[src/rtl/ldst_seq_pkg.sv]
// Shared constants and state encoding for the ld/ldi/st control sequencer.
package ldst_seq_pkg;

    // Opcodes as they appear in IR[31:27]
    localparam logic [4:0] OP_LD  = 5'b00000;
    localparam logic [4:0] OP_LDI = 5'b00001;
    localparam logic [4:0] OP_ST  = 5'b00010;

    // Step value reported while no instruction is in flight
    localparam logic [3:0] STEP_IDLE = 4'hF;

    // Wait counter width: large enough for wait counts 0..15
    localparam int WAIT_W = $clog2(16);

    // State encoding doubles as the step monitor value
    typedef enum logic [3:0] {
        S_T0   = 4'd0,
        S_T1   = 4'd1,
        S_T2   = 4'd2,
        S_T3   = 4'd3,
        S_T4   = 4'd4,
        S_T5   = 4'd5,
        S_T6   = 4'd6,
        S_T7   = 4'd7,
        S_IDLE = 4'hF
    } state_t;

endpackage

[src/rtl/ldst_control_seq_timer.sv]
// Memory wait-state timer, shared by every step that holds Read or Write.
// Loaded with MEM_WAIT as a memory step is entered; the step ends when
// the count has run down to zero.
module mem_wait_timer
    import ldst_seq_pkg::*;
#(
    parameter int MEM_WAIT = 0
) (
    input  logic              clk,
    input  logic              clr,
    input  logic              load,
    output logic              expired,
    output logic [WAIT_W-1:0] count
);

    // Down-counter: load on step entry, then count down and hold at zero
    always_ff @(posedge clk or posedge clr) begin
        if (clr) begin
            count <= '0;
        end else if (load) begin
            count <= WAIT_W'(MEM_WAIT);
        end else if (count != '0) begin
            count <= count - 1'b1;
        end
    end

    assign expired = (count == '0);

endmodule

[src/rtl/ldst_control_seq.sv]
// Control sequencer for fetch + ld / ldi / st. Steps T0..T7 drive the
// Datapath strobes directly; memory steps are stretched by MEM_WAIT cycles.
module ldst_control_seq
    import ldst_seq_pkg::*;
#(
    parameter int MEM_WAIT = 0,
    parameter int OP_W     = 5
) (
    input  logic            clk,
    input  logic            clr,
    input  logic            start,
    input  logic [OP_W-1:0] ir_opcode,
    output logic            PCout,
    output logic            MARin,
    output logic            IncPC,
    output logic            Zin,
    output logic            Zlowout,
    output logic            PCin,
    output logic            Read,
    output logic            Write,
    output logic            MDRin,
    output logic            MDRout,
    output logic            IRin,
    output logic            BAout,
    output logic            Yin,
    output logic            ADD,
    output logic            Rin,
    output logic            Rout,
    output logic            Gra,
    output logic            Grb,
    output logic            Cout,
    output logic            busy,
    output logic            done,
    output logic            illegal,
    output logic [3:0]      step
);

    state_t            state_reg;
    state_t            state_next;
    logic [OP_W-1:0]   op_reg;
    logic              timer_load;
    logic              timer_expired;
    logic [WAIT_W-1:0] timer_count;

    // Opcode classes: the live IR field decides legality in T3, the
    // latched copy steers T5..T7.
    logic op_live_legal;
    logic op_is_ldi;
    logic op_is_st;

    assign op_live_legal = (ir_opcode == OP_W'(OP_LD))  ||
                           (ir_opcode == OP_W'(OP_LDI)) ||
                           (ir_opcode == OP_W'(OP_ST));
    assign op_is_ldi     = (op_reg == OP_W'(OP_LDI));
    assign op_is_st      = (op_reg == OP_W'(OP_ST));

    mem_wait_timer #(
        .MEM_WAIT (MEM_WAIT)
    ) u_timer (
        .clk     (clk),
        .clr     (clr),
        .load    (timer_load),
        .expired (timer_expired),
        .count   (timer_count)
    );

    // State register; clr drops straight back to IDLE with no completion
    always_ff @(posedge clk or posedge clr) begin
        if (clr) begin
            state_reg <= S_IDLE;
        end else begin
            state_reg <= state_next;
        end
    end

    // Opcode latch, captured while IR is presented in T3
    always_ff @(posedge clk or posedge clr) begin
        if (clr) begin
            op_reg <= '0;
        end else if (state_reg == S_T3) begin
            op_reg <= ir_opcode;
        end
    end

    // Next-state logic and wait-timer load on entry to memory steps
    always_comb begin
        state_next = state_reg;
        timer_load = 1'b0;
        case (state_reg)
            S_IDLE: begin
                if (start) begin
                    state_next = S_T0;
                end
            end
            S_T0: begin
                state_next = S_T1;
                timer_load = 1'b1;
            end
            S_T1: begin
                if (timer_expired) begin
                    state_next = S_T2;
                end
            end
            S_T2: begin
                state_next = S_T3;
            end
            S_T3: begin
                state_next = op_live_legal ? S_T4 : S_IDLE;
            end
            S_T4: begin
                state_next = S_T5;
            end
            S_T5: begin
                if (op_is_ldi) begin
                    state_next = S_IDLE;
                end else begin
                    state_next = S_T6;
                    // ld reads memory in T6; st only loads MDR there
                    timer_load = !op_is_st;
                end
            end
            S_T6: begin
                if (op_is_st) begin
                    state_next = S_T7;
                    timer_load = 1'b1;
                end else if (timer_expired) begin
                    state_next = S_T7;
                end
            end
            S_T7: begin
                if (!op_is_st || timer_expired) begin
                    state_next = S_IDLE;
                end
            end
            default: begin
                state_next = S_IDLE;
            end
        endcase
    end

    // Strobe decode from the registered state and wait count. The only
    // live-input term is illegal, which must flag the IR seen in T3.
    always_comb begin
        PCout   = 1'b0;
        MARin   = 1'b0;
        IncPC   = 1'b0;
        Zin     = 1'b0;
        Zlowout = 1'b0;
        PCin    = 1'b0;
        Read    = 1'b0;
        Write   = 1'b0;
        MDRin   = 1'b0;
        MDRout  = 1'b0;
        IRin    = 1'b0;
        BAout   = 1'b0;
        Yin     = 1'b0;
        ADD     = 1'b0;
        Rin     = 1'b0;
        Rout    = 1'b0;
        Gra     = 1'b0;
        Grb     = 1'b0;
        Cout    = 1'b0;
        done    = 1'b0;
        illegal = 1'b0;
        case (state_reg)
            S_T0: begin
                PCout = 1'b1;
                MARin = 1'b1;
            end
            S_T1: begin
                // PC advances once, on the first cycle of the fetch read
                IncPC = (timer_count == WAIT_W'(MEM_WAIT));
                Read  = 1'b1;
                MDRin = 1'b1;
            end
            S_T2: begin
                MDRout = 1'b1;
                IRin   = 1'b1;
            end
            S_T3: begin
                Grb     = 1'b1;
                BAout   = 1'b1;
                Yin     = 1'b1;
                illegal = !op_live_legal;
            end
            S_T4: begin
                Cout = 1'b1;
                ADD  = 1'b1;
                Zin  = 1'b1;
            end
            S_T5: begin
                Zlowout = 1'b1;
                if (op_is_ldi) begin
                    Gra  = 1'b1;
                    Rin  = 1'b1;
                    done = 1'b1;
                end else begin
                    MARin = 1'b1;
                end
            end
            S_T6: begin
                MDRin = 1'b1;
                if (op_is_st) begin
                    Gra   = 1'b1;
                    BAout = 1'b1;
                end else begin
                    Read = 1'b1;
                end
            end
            S_T7: begin
                MDRout = 1'b1;
                if (op_is_st) begin
                    Write = 1'b1;
                    done  = timer_expired;
                end else begin
                    Gra  = 1'b1;
                    Rin  = 1'b1;
                    done = 1'b1;
                end
            end
            default: begin
            end
        endcase
    end

    assign busy = (state_reg != S_IDLE);
    assign step = state_reg;

endmodule

[config.mk]
export PLATFORM = sky130hd
export DESIGN_NAME = ldst_control_seq
export DESIGN_NICKNAME = d
export VERILOG_FILES = /design/src/rtl/ldst_seq_pkg.sv /design/src/rtl/ldst_control_seq_timer.sv /design/src/rtl/ldst_control_seq.sv
export SDC_FILE = /design/constraint.sdc
export NUM_CORES = 1
export LEC_CHECK = 0
export CAP_MARGIN = 20
export CORE_MARGIN = 10
export CORE_UTILIZATION = 30
export DETAILED_ROUTE_END_ITERATION = 8
export PLACE_DENSITY_LB_ADDON = 0.3
export SYNTH_ARGS = -nofsm -noshare
export SYNTH_HDL_FRONTEND = slang
export SYNTH_HIERARCHICAL = 1
export SYNTH_SLANG_ARGS = --single-unit
[constraint.sdc]
create_clock -name clk -period 3 [get_ports clk]
set_clock_uncertainty 0.15 [all_clocks]
set_input_delay 0.9 -clock clk [delete_from_list [all_inputs] [get_ports clk]]
set_output_delay 0.9 -clock clk [all_outputs]
set_load 0.02 [all_outputs]
==> metrics.txt <==
status completed; Initial Util 0.3172; simple-gate area share of the yosys netlist 0.3025; Max FO, Critical Path 2; Die ar. 0.006416 mm²; number of fill cells in the layout 331; asr flop ratio synth 1.000; gate family responsible for the most delay along the worst path buffers and inverters; Post-Synth Adder-Cell Area 0.02309; DP Wirelength 2522 µm; Fin. Hold Viols 0; Total Neg Setup Slack 0 ns; Hold Crit Class flip-flop to flip-flop; Root Buffer clkbuf_4; Synth area leader dfrtp_1; Final min period 2.935 ns; EDFF count, synth 0; number of diodes 0; Synth Flop Type dfrtp_1; CTS tree done; post-route ant nets 0; CORE AREA 0.003416 mm²; largest net degree at the start of global routing 13; Placement Cell Area 0.001499 mm²; Clock Pin Slew Worst Setup and Hold Paths 0.07 ns; number of global-route vias before repair 1,163; H-tree levels 1; Final GP Congestion 0.8021; FMAX 0.3407 GHz; grt ovf 0; drt wl/cell 14.63 µm; die extent in y 80.10 µm; initial antenna violation count 0; post-synthesis compound-gate area fraction 0.1986; FF+latch count, synth 13; routed vias 1,126; DR DRC count 0; Finished Cell Area 0.001615 mm²; synth unique cells 47; # rows 21; Mapped Area 0.001084 mm²; Layout Area Growth over Synthesis 49.08%; worst path cell trace clkdlybuf4s50_1 -> a2111oi_4 -> nor3_1 -> clkbuf_2; endpoint type of the worst setup path primary output; register area 330.3 µm²; multi-input logic area 680.7 µm²; Synth area leaders dfrtp_1 21%, dfstp_2 9.7%, mux2_2 5.2%, a21oi_1 4.2%, buf_4 4.2%; post-route clock period utilization 0.9782; Avg Cell Area, Syn 8.465 µm²; Max Cap Viol 0; Crit-path slowest cell clkdlybuf4s50_1; mux contribution to synthesized area 0.06120; fraction of layout cells with a size suffix above 1 0.3371; Nets 189; first-pass iteration count of the detailed router 4; # port buffers 31; first-pass GRT wire length 5175 µm; worst vdd ir 272.9 µV; Syn. warnings 6; top cell type's share of synthesized area 0.2079; xor and xnor area share after synthesis 0.008083; sequential area share after synthesis 0.3048; drt initial violations 61; # IOs 34; chip width 80.10 µm; leakage power 0.8464 nW; Worst EP arrival 1.88 ns; Clock Path Buffers 2; commonest cells in the netlist 12 x nand2_1, 12 x nor2_1, 9 x a21oi_1, 9 x dfrtp_1, 8 x nor3_1; Setup crit start kind input pin; WP buf/inv 2; largest family of logic cells by synthesized area simple AND/OR/NAND/NOR gates; Tot Pwr 1.487 mW; clk_lat worst skew 0.26 ns; Max Slew Vio Count 0; drt total wl 3278 µm; max reg flops 5; final setup violating endpoints 0; required time of the critical path 1.95 ns; Worst R2R Setup Slack 0.91 ns; drt via density 5.027; CP max stage delay 0.53 ns; PwrDens 920.5 mW/mm²; critical path type input pin to primary output; clk sink count 13; Syn Inst Count 128; GRT Util Overall 0.09661; CTS buffer count 3
-- metrics by stage --
step                utilization  instances  setup slack (ns)  hold WS (ns)
floorplan                     -        129            0.2733        0.3459
global placement         0.4388        211           -0.5395        0.3983
detailed placement       0.4388        211           -0.5942        0.3999
CTS                      0.4615        220           -0.2096        0.4106
global route             0.4729        224          -0.02345        0.4409
finish                   0.4729        224           0.06527        0.4110
-- worst min-delay path, delay by kind of cell, from the launching register on --
kind | cells | cell delay (ns)
flip-flops | 1 | 0.41
AND/OR/NAND/NOR | 1 | 0.07
AO/OA/AOI/OAI | 1 | 0.05
-- placed cells by master (no fill, tap or decap), types with 3 or more instances in the layout --
cell / Yosys / final
a21oi_1: 9 / 9
buf_2: 1 / 3
buf_4: 6 / 26
clkbuf_2: 0 / 4
clkbuf_4: 0 / 3
clkdlybuf4s50_1: 0 / 10
dfrtp_1: 9 / 9
dfstp_2: 4 / 4
dlygate4sd2_1: 0 / 4
dlymetal6s2s_1: 0 / 9
inv_1: 6 / 6
mux2_2: 5 / 5
nand2_1: 12 / 12
nand2b_1: 4 / 4
nor2_1: 12 / 11
nor3_1: 8 / 8
o21ai_0: 3 / 3
-- cell families after synthesis --
group / count (synthesis)
simple gates: 58
compound gates: 29
buf+inv: 18
flops: 13
mux: 6
fa+ha+maj: 2
other cells: 1
xor+xnor: 1
-- layer usage --
metal | GRT usage | routed length, µm | vias up
met5 | 0 | 0 | -
li1 | - | - | 552
met4 | 0.03521 | 65 | 0
met3 | 0.02339 | 240 | 8
met2 | 0.1629 | 1579 | 44
met1 | 0.1156 | 1391 | 522
-- where the power goes --
group          internal [mW]  switching [mW]  total (mW)  leakage (nW)
logic                  0.510           0.540        1.05         0.670
clock network         0.0514          0.0507       0.102        0.0150
registers              0.254          0.0811       0.335         0.161
total                  0.815           0.672        1.49         0.846
-- final cells by class --
cell class / instances / area share
multi-input combinational: 98 / 0.4214
timing repair buffer: 57 / 0.3083
sequential: 13 / 0.2045
tap: 46 / 0.03563
clock buffer: 4 / 0.01627
inverter: 6 / 0.01394
-- timing repair --
action                     4_1_cts  5_1_grt
pin swaps                        1        2
hold buffers                     0        0
setup buffers                    5        4
gates resized for setup         28       21
setup endpoints to repair       14       13
-- final timing paths --
| path | cells after the start | end | start |
|---|---|---|---|
| max | 4 | illegal | ir_opcode[2] |
| min | 2 | u_timer/count[1] | u_timer/count[1] |
| max reg2reg | 6 | u_timer/count[0] | op_reg[4] |
| min reg2reg | 2 | u_timer/count[1] | u_timer/count[1] |
| max in group asynchronous | 2 | step[1] | clr |
| min in group asynchronous | 2 | u_timer/count[0] | clr |
No activity file was read; power rests on OpenSTA's default activity.
